File: config.mk
export PLATFORM = sky130hd
export DESIGN_NAME = player_mover
export DESIGN_NICKNAME = d
export VERILOG_FILES = /design/src/rtl/overcooked_pkg.sv /design/src/rtl/pixel_to_grid.sv /design/src/rtl/player_mover.sv
export SDC_FILE = /design/constraint.sdc
export NUM_CORES = 1
export LEC_CHECK = 0
export CORE_UTILIZATION = 49
export DETAILED_ROUTE_END_ITERATION = 8
export DONT_BUFFER_PORTS = 1
export HOLD_SLACK_MARGIN = 0.1
export PLACE_DENSITY_LB_ADDON = 0.25
export SYNTH_ARGS = -nofsm -noshare
export SYNTH_HDL_FRONTEND = slang
export SYNTH_HIERARCHICAL = 1
export SYNTH_SLANG_ARGS = --single-unit
File: constraint.sdc
create_clock -name clk_in -period 5.45 [get_ports clk_in]
set_input_delay 1.09 -clock clk_in [delete_from_list [all_inputs] [get_ports clk_in]]
set_output_delay 1.09 -clock clk_in [all_outputs]
set_load 0.01 [all_outputs]
File: src/rtl/overcooked_pkg.sv
// Shared definitions for the kitchen game datapath.
//   facing_t  : player facing encoding (0 up, 1 down, 2 left, 3 right)
//   DIR_*     : bit positions inside the {up,down,left,right} button vector
//   TILE_PX, GRID_W, GRID_H, SCREEN_W, SCREEN_H : playfield geometry
//   tile_t    : kitchen tile map cell contents
package overcooked_pkg;

    localparam int TILE_PX  = 32;
    localparam int GRID_W   = 11;
    localparam int GRID_H   = 9;
    localparam int SCREEN_W = GRID_W * TILE_PX;
    localparam int SCREEN_H = GRID_H * TILE_PX;

    localparam int DIR_UP    = 3;
    localparam int DIR_DOWN  = 2;
    localparam int DIR_LEFT  = 1;
    localparam int DIR_RIGHT = 0;

    typedef enum logic [1:0] {
        FACE_UP    = 2'd0,
        FACE_DOWN  = 2'd1,
        FACE_LEFT  = 2'd2,
        FACE_RIGHT = 2'd3
    } facing_t;

    typedef enum logic [1:0] {
        TILE_FLOOR   = 2'd0,
        TILE_COUNTER = 2'd1,
        TILE_WALL    = 2'd2,
        TILE_STATION = 2'd3
    } tile_t;

    // Only bare floor can be walked on.
    function automatic logic tile_is_blocked(input tile_t t);
        return (t != TILE_FLOOR);
    endfunction

endpackage

File: src/rtl/pixel_to_grid.sv
// Pixel coordinate to tile cell conversion.
//   pix_x, pix_y   in  9  pixel coordinate
//   cell_x, cell_y out 4  tile column / row (coord >> log2(TILE_PX))
module pixel_to_grid #(
    parameter int TILE_PX = 32
) (
    input  logic [8:0] pix_x,
    input  logic [8:0] pix_y,
    output logic [3:0] cell_x,
    output logic [3:0] cell_y
);

    localparam int SHIFT = $clog2(TILE_PX);

    assign cell_x = 4'(pix_x >> SHIFT);
    assign cell_y = 4'(pix_y >> SHIFT);

endmodule

File: src/rtl/player_mover.sv
// Per-frame player position controller.
// On each frame tick the button levels are latched, then the X axis and the
// Y axis are stepped in turn. Each step queries the tile map at the two
// leading-edge corners of the candidate sprite box and is cancelled if
// either corner is impassable.
// Ports:
//   clk_in, rst_in         clock, synchronous active-high reset
//   frame_tick_in          one-cycle pulse per video frame
//   dir_in[3:0]            {up,down,left,right} button levels
//   map_req_out            tile-map request, held until map_valid_in
//   map_x_out, map_y_out   tile column / row being queried
//   map_valid_in           tile-map response strobe
//   map_blocked_in         1 = queried tile impassable
//   x_coord_out, y_coord_out player top-left pixel position
//   facing_out             0 up, 1 down, 2 left, 3 right
//   busy_out               update in progress (frame ticks dropped)
// Build option:
//   PLAYER_MOVER_SPRINT_EN adds sprint_in; when set the step is 2*SPEED.
module player_mover
    import overcooked_pkg::*;
#(
    parameter int TILE_PX   = overcooked_pkg::TILE_PX,
    parameter int GRID_W    = overcooked_pkg::GRID_W,
    parameter int GRID_H    = overcooked_pkg::GRID_H,
    parameter int PLAYER_PX = 24,
    parameter int SPEED     = 2,
    parameter int START_X   = 64,
    parameter int START_Y   = 64
) (
    input  logic       clk_in,
    input  logic       rst_in,
    input  logic       frame_tick_in,
    input  logic [3:0] dir_in,
`ifdef PLAYER_MOVER_SPRINT_EN
    input  logic       sprint_in,
`endif
    output logic       map_req_out,
    output logic [3:0] map_x_out,
    output logic [3:0] map_y_out,
    input  logic       map_valid_in,
    input  logic       map_blocked_in,
    output logic [8:0] x_coord_out,
    output logic [8:0] y_coord_out,
    output logic [1:0] facing_out,
    output logic       busy_out
);

    localparam logic [2:0] ST_IDLE = 3'd0;
    localparam logic [2:0] ST_X_A  = 3'd1;
    localparam logic [2:0] ST_X_B  = 3'd2;
    localparam logic [2:0] ST_Y_A  = 3'd3;
    localparam logic [2:0] ST_Y_B  = 3'd4;

    localparam logic [8:0] X_MAX    = 9'(GRID_W * TILE_PX - PLAYER_PX);
    localparam logic [8:0] Y_MAX    = 9'(GRID_H * TILE_PX - PLAYER_PX);
    localparam logic [8:0] EDGE_OFS = 9'(PLAYER_PX - 1);
    localparam logic [4:0] STEP_N   = 5'(SPEED);
`ifdef PLAYER_MOVER_SPRINT_EN
    localparam logic [4:0] STEP_S   = 5'(2 * SPEED);
`endif

    logic [2:0] state;
    logic       waiting;     // request outstanding for the current corner
    logic [3:0] dir_q;
    logic [4:0] step_q;
    logic [8:0] x_pos;
    logic [8:0] y_pos;
    facing_t    facing_q;

    logic       is_x;
    logic       is_a;
    logic       move_pos;    // moving towards larger coordinates
    logic [8:0] cur_pos;
    logic [8:0] cand;
    logic [8:0] lead;
    logic [8:0] pix_x;
    logic [8:0] pix_y;
    logic [3:0] cell_x;
    logic [3:0] cell_y;
    logic       x_act;
    logic       y_act;
    logic       tick_x_act;
    logic       tick_y_act;
    logic [2:0] pass_next;

    // Step in 10-bit signed space so a move left of zero goes negative
    // before it is pulled back into the playfield.
    function automatic logic [8:0] clamp_step(
        input logic [8:0] pos,
        input logic [4:0] step,
        input logic       neg,
        input logic [8:0] max
    );
        logic signed [9:0] c;
        logic signed [9:0] d;
        d = $signed({5'b0, step});
        c = neg ? ($signed({1'b0, pos}) - d) : ($signed({1'b0, pos}) + d);
        if (c < 10'sd0)
            return 9'd0;
        else if (c > $signed({1'b0, max}))
            return max;
        else
            return c[8:0];
    endfunction

    // An axis is active only when exactly one of its two buttons is held.
    assign x_act      = dir_q[DIR_RIGHT] ^ dir_q[DIR_LEFT];
    assign y_act      = dir_q[DIR_DOWN] ^ dir_q[DIR_UP];
    assign tick_x_act = dir_in[DIR_RIGHT] ^ dir_in[DIR_LEFT];
    assign tick_y_act = dir_in[DIR_DOWN] ^ dir_in[DIR_UP];

    always_comb begin
        is_x     = (state == ST_X_A) || (state == ST_X_B);
        is_a     = (state == ST_X_A) || (state == ST_Y_A);
        move_pos = is_x ? dir_q[DIR_RIGHT] : dir_q[DIR_DOWN];
        cur_pos  = is_x ? x_pos : y_pos;
        cand     = clamp_step(cur_pos, step_q, ~move_pos, is_x ? X_MAX : Y_MAX);
        lead     = move_pos ? (cand + EDGE_OFS) : cand;
        if (is_x) begin
            pix_x = lead;
            pix_y = is_a ? y_pos : (y_pos + EDGE_OFS);
        end else begin
            pix_x = is_a ? x_pos : (x_pos + EDGE_OFS);
            pix_y = lead;
        end
        // The Y pass follows X only when Y has something to do.
        pass_next = (is_x && y_act) ? ST_Y_A : ST_IDLE;
    end

    pixel_to_grid #(
        .TILE_PX (TILE_PX)
    ) u_p2g (
        .pix_x  (pix_x),
        .pix_y  (pix_y),
        .cell_x (cell_x),
        .cell_y (cell_y)
    );

    always_ff @(posedge clk_in) begin
        if (rst_in) begin
            state       <= ST_IDLE;
            waiting     <= 1'b0;
            dir_q       <= 4'd0;
            step_q      <= STEP_N;
            x_pos       <= 9'(START_X);
            y_pos       <= 9'(START_Y);
            facing_q    <= FACE_DOWN;
            map_req_out <= 1'b0;
            map_x_out   <= 4'd0;
            map_y_out   <= 4'd0;
        end else begin
            case (state)
                ST_IDLE: begin
                    if (frame_tick_in) begin
                        dir_q <= dir_in;
`ifdef PLAYER_MOVER_SPRINT_EN
                        step_q <= sprint_in ? STEP_S : STEP_N;
`else
                        step_q <= STEP_N;
`endif
                        if (tick_x_act)
                            state <= ST_X_A;
                        else if (tick_y_act)
                            state <= ST_Y_A;
                    end
                end
                ST_X_A, ST_X_B, ST_Y_A, ST_Y_B: begin
                    if (!waiting) begin
                        // Facing follows the axis being processed even if
                        // the step later turns out to be blocked.
                        if (state == ST_X_A)
                            facing_q <= dir_q[DIR_RIGHT] ? FACE_RIGHT : FACE_LEFT;
                        else if (state == ST_Y_A)
                            facing_q <= dir_q[DIR_DOWN] ? FACE_DOWN : FACE_UP;

                        // Already pinned against the playfield edge: nothing
                        // to check, the pass ends without a map query.
                        if (cand == cur_pos) begin
                            state <= pass_next;
                        end else begin
                            map_req_out <= 1'b1;
                            waiting     <= 1'b1;
                            map_x_out   <= cell_x;
                            map_y_out   <= cell_y;
                        end
                    end else if (map_valid_in) begin
                        map_req_out <= 1'b0;
                        waiting     <= 1'b0;
                        if (map_blocked_in) begin
                            state <= pass_next;
                        end else if (is_a) begin
                            state <= (state == ST_X_A) ? ST_X_B : ST_Y_B;
                        end else begin
                            if (is_x)
                                x_pos <= cand;
                            else
                                y_pos <= cand;
                            state <= pass_next;
                        end
                    end
                end
                default: begin
                    state       <= ST_IDLE;
                    waiting     <= 1'b0;
                    map_req_out <= 1'b0;
                end
            endcase
        end
    end

    assign x_coord_out = x_pos;
    assign y_coord_out = y_pos;
    assign facing_out  = facing_q;
    assign busy_out    = (state != ST_IDLE);

endmodule

# == After elaboration in Yosys (flattened, before gate mapping) ==
# Cells that the tools add are included.
# Widths: inputs -> output; s select.
# totals
ff_bits,37
latchBits,0
mem_bits_rw,0
rom_bits,0
input_bits,9
out_inout_bits,30
word_cells,83
memories,0
# op_classes
n_addsub,5
multipliers,0
div,0
magnitude_cmp,2
eq_ne,10
n_shift,0
n_mux,34
bitwise_logic,9
reduce_logical,14
# op_table
cell,count
$mux 9,8
$add 9x5->9 const B,3
$mux 3,9
$ne 3x3->1 const B,4
$reduce_and 6->1,2
$add 9x2->10 const B,1
$gt 10x10->1,1
$lt 10x1->1 const B,1
$mux 10,1
$sub 9x2->10 const B,1
$eq 9x9->1,1
$mux 1,9
$reduce_and 3->1,3
$mux 7,1
$eq 3x2->1 const B,2
$mux 2,3
$not 1->1,6
$pmux 3 s2,1
$pmux 1 s2,2
$reduce_and 4->1,1
$reduce_or 4->1,1
$eq 3x1->1 const B,1
$eq 3x3->1 const B,1
$logic_not 3->1,1
other kinds (7),10

# == Longest topological paths before layout ==
# depth
word_depth,12
ltp_mapped,34
mapped_depth_nobuf,30

# == Hierarchy ==
# The synthesis kept the hierarchy.
# by_module_without_submodules
module,instances,cells_per_inst,area_per_inst_um2,seq_area_each_um2
player_mover,1,500,3504.6,720.7
pixel_to_grid,1,8,60.1,0.0

# == Worst setup path after synthesis ==
# OpenSTA, ideal clock, no wires.
# synth_timing
kind,reg2reg
from,register state[0]
to,register map_x_out[3]
setup_ns,0.072
t_arrival_ns,5.395
required_time_ns,5.378
setup_slack_ns,-0.017
path_stages_with_launch,35
path_buffers,5
period_less_slack_ns,5.467
path_cell_list,dfxtp_1 -> buf_6 -> xnor2_4 -> buf_6 -> nor2_1 -> or2_2 -> buf_2 -> inv_2 -> ha_1 -> clkbuf_1 -> o21bai_1 -> a2111oi_0 -> a21oi_1 -> a21oi_1 -> xnor2_1 -> ha_1 -> nand2_1 -> nor2_1 -> o21ai_0 -> nand3_1 -> o31ai_1 -> nand4b_1 -> nand3_1 -> nand2_1 -> a21oi_1 -> inv_1 -> ha_1 -> nand2_1 -> o21ai_0 -> a2111oi_0 -> o21ai_0 -> o21ai_0 -> buf_4 -> nand2_1 -> mux2i_1
# synth_between
elab_chain_cells,11
word_cells_on_any_way,24
classes_between,add/sub (3); order compare (2); eq/ne (5); mux (9); bitwise (1); reduce/logical (4)
# synth_lines
item,line,rtl
start: declaration,player_mover.sv:62,logic [2:0] state;
start signal: assignment,player_mover.sv:179,state <= pass_next;
start signal: assignment,player_mover.sv:190,state <= pass_next;
start signal: assignment,player_mover.sv:192,state <= (state == ST_X_A) ? ST_X_B : ST_Y_B;
$eq 3x1->1 or $eq 3x2->1 (tied branches),"player_mover.sv:113, player_mover.sv:114",
$logic_or 1x1->1,player_mover.sv:113,is_x = (state == ST_X_A) || (state == ST_X_B);
$mux 9,player_mover.sv:116,cur_pos = is_x ? x_pos : y_pos;
$sub 9x2->10 or $add 9x2->10 (tied branches),player_mover.sv:97,"c = neg ? ($signed({1'b0, pos}) - d) : ($signed({1'b0, pos}) + d);"
$mux 10,player_mover.sv:97,
$gt 10x10->1,player_mover.sv:100,"else if (c > $signed({1'b0, max}))"
$mux 9,player_mover.sv:100,
$mux 9,player_mover.sv:98,if (c < 10'sd0)
$add 9x5->9,player_mover.sv:118,lead = move_pos ? (cand + EDGE_OFS) : cand;
$mux 9,player_mover.sv:118,
$mux 9 (*),player_mover.sv:119,if (is_x) begin
via pix_x[8],player_mover.sv:76,logic [8:0] pix_x;
end signal: assignment,player_mover.sv:183,map_x_out <= cell_x;
end: declaration,player_mover.sv:38,"output logic [3:0] map_x_out,"
# Mark *: on every way through the listed nets, which the timed path passes. The rest lies on a longest branch.
# A chain may end at the register's enable or synchronous reset.

# == Final worst setup path ==
# layout_timing
from,register state[1]
to,register map_x_out[1]
# layout_between
elab_chain_cells,11
word_cells_on_any_way,24
classes_between,add/sub (3); order compare (2); eq/ne (5); mux (9); bitwise (1); reduce/logical (4)
# layout_lines
item,line
$eq 3x1->1 or $eq 3x2->1 (tied branches),"player_mover.sv:113, player_mover.sv:114, player_mover.sv:152"
$logic_or 1x1->1,player_mover.sv:113
$mux 9,player_mover.sv:116
$sub 9x2->10 or $add 9x2->10 (tied branches),player_mover.sv:97
$mux 10,player_mover.sv:97
$gt 10x10->1,player_mover.sv:100
$mux 9,player_mover.sv:100
$mux 9,player_mover.sv:98
$add 9x5->9 or $eq 9x9->1 (tied branches),"player_mover.sv:118, player_mover.sv:178"
$mux 9 or $not 1->1 (tied branches),n/a
$mux 9 or $reduce_and 3->1 (tied branches),n/a
# Several ways; a longest one is shown, not always the timed one.

==> results.md <==
* Status: finished with violations
* Violated checks: DRC
* Fill cells at 639
* Switching share of power at 0.511
* Hold-fix buffers at CTS at 0
* Register share of total power at 0.216
* Max Fanout on Critical Path at 9
* CTS tree: built
* Setup ws final at 0.364 ns
* Peak VDD IR at 0.176 mV
* Skew-Pair Late Insertion Delay at 0.29 ns
* Core area at 6420 um2
* Instance area at placement at 3310 um2
* Synth Cell Area at 3280 um2
* Clk_skew at 0.0116 ns
* Internal at 817 uW
* Multi-input logic area at 2290 um2
* Mapped Nets at 472
* GRT Total Usage at 0.281
* Sequential cell area at 726 um2
* Final Hold Fails at 0
* Area Growth Syn to Fin at 5.41%
* CP delay by family, top: compound AO/OA/AOI/OAI gates
* Final period util at 0.933
* Combinational share of power at 0.671
* CTS root buf: clkbuf_8
* Die height at 83.8 um
* Routed WL at 9780 um
* Clock power share at 0.113
* Initial antenna violation count at 0
* Largest stage delay, worst path at 0.53 ns
* # setup viols final at 0
* Final setup TNS at 0 ns
* Vias at 3246
* Worst Setup Start Kind: flop
* Slew margin rel. at 0.503
* Antenna violation net count after detailed routing at 0
* Vias in the first global route at 3007
* Slowest CP cell: o311a_1
* Antenna diode count at 0
* Most frequent CP cell: ha_1
* PortBufs at 0
* Placed wire-length estimate at 7550 um
* Via density at 6.27
* Leakage dissipation at 0.00142 uW
* Max cap viols at 0
* H-Tree Level Count at 2
* Critical path type: flop to flop
* Worst path cell trace: xor2_1, a21oi_1, or2_2, inv_1, ha_1, nand2_1, o21bai_2, o221ai_2, a21oi_2, xnor2_1, ha_1, and3b_1, o21ai_0, nand3_1, o31ai_1, nand4b_1, buf_4, and2b_1, mux2_2, xnor2_2, o311a_1, mux2i_1
* CP arrival at 5.30 ns
* Post-route design area at 3460 um2
* Die area at 7030 um2
* Mapped Avg Cell Area at 7.21 um2
* DRT Pass-1 Iters at 7
* Fin. max-slew vios at 0
* Placement Rows at 29
* Initial Util at 0.511
* Min Tclk post-route at 5.09 ns
* Nets@finish at 457
* Pre-CTS setup slack at 0.0329 ns
* Longest Clk Path Bufs at 2
* GR Overflow Total at 0
* Drt wl/cell at 18.9 um
* Syn. warnings at 6
* First-pass GRT wire length at 15500 um
* Die Wd at 83.8 um
* Remaining DRCs at 6
* Clk sinks at 36
* Clock-pin slew on the worst setup and hold paths at 0.08 ns
* Largest net degree at the start of global routing at 24
* Synthesized instance count at 455
* RSZ-0062 raised after global routing: true
* Cts bufs inserted at 5
* Max Clock Freq at 197 MHz
* Tot Pwr at 1670 uW
* Iteration-0 DRC Markers at 261
* Crit path required time at 5.66 ns
* Power Density at 482 nW/um2
* Routability Congestion at 0.987
* Element type at the critical path end: flop
* Hold Path Class: flop to flop
* Share of layout cells above drive strength 1 at 0.122
* P_sw at 852 uW
* Slew @ Worst Pin at 0.744 ns
* Io pins at 39
* Crit path buf inv count at 2
## path summary, 6_finish.rpt
kind                               from                         to  slack, ns  cells past startpoint
hold reg to reg   dir_q[3]$_SDFFE_PP0P_      dir_q[3]$_SDFFE_PP0P_       0.47                      2
setup / recovery  state[1]$_SDFFE_PP0P_  map_x_out[1]$_SDFFE_PP0P_       0.36                     22
setup reg to reg  state[1]$_SDFFE_PP0P_  map_x_out[1]$_SDFFE_PP0P_       0.36                     22
hold / removal    dir_q[3]$_SDFFE_PP0P_      dir_q[3]$_SDFFE_PP0P_       0.47                      2
## flip-flops by register name, summed over array words and instances, names as in the netlist
register and flops:
x_coord_out 9, map_req_out 1, facing_out 2, map_y_out 4, y_coord_out 9, state 3
dir_q 3, waiting 1, map_x_out 4
## layout make-up
type | count | area share
tap | 77 | 0.0278
clock inverter | 3 | 0.00542
inverter | 26 | 0.0282
multi-input combinational | 349 | 0.661
timing repair buffer | 22 | 0.0477
clock buffer | 5 | 0.0199
sequential | 36 | 0.210
## metal layers
| metal | wire (um) | GRT usage |
|---|---|---|
| met3 | 972 | 0.0772 |
| met5 | 0 | 0 |
| met4 | 178 | 0.0846 |
| met2 | 4370 | 0.448 |
| met1 | 4250 | 0.369 |
## metrics by stage
step,std cells,hold slack (ns),util
after floorplan,455,0.448,-
after global placement,509,0.455,0.515
after detailed placement,509,0.457,0.515
after CTS,517,0.468,0.529
after global routing,518,0.482,0.539
final,518,0.468,0.539
## cells in the final DEF (no fill, tap or decap), types with 3 or more instances in the layout
cell	count
a211oi_1	4
a21o_1	3
a21oi_1	30
a31oi_1	3
and3_1	3
buf_4	22
clkbuf_8	5
dfxtp_1	34
ha_1	6
inv_1	24
maj3_1	3
mux2i_1	21
nand2_1	57
nand3_1	20
nor2_1	44
nor2b_1	4
nor3_1	13
nor4_1	4
o211ai_1	5
o21a_1	4
o21ai_0	24
o21ai_1	3
o311a_1	3
o31ai_1	3
or3_1	3
xnor2_1	16
xor2_1	15
## power groups by stage
stage	Sequential, uW	Combinational (uW)	Clock (uW)
finish	361	1120	189
global route	366	1220	205
CTS	360	1070	194
detailed placement	365	1070	0
global placement	364	1070	0
floorplan	346	896	0
## tightest hold or removal path, cell delays in order (launching register included)
cell     delay [ns]
dfxtp_1        0.32
nand2_1        0.05
a21oi_1        0.05
## timing repair
action | in CTS | in global routing
cloned | 0 | 0
endpoints found under the setup margin | 2 | 9
pin swaps | 0 | 3
resized for setup | 1 | 16
setup buffers | 0 | 1
(Power assumes the default switching activity.)
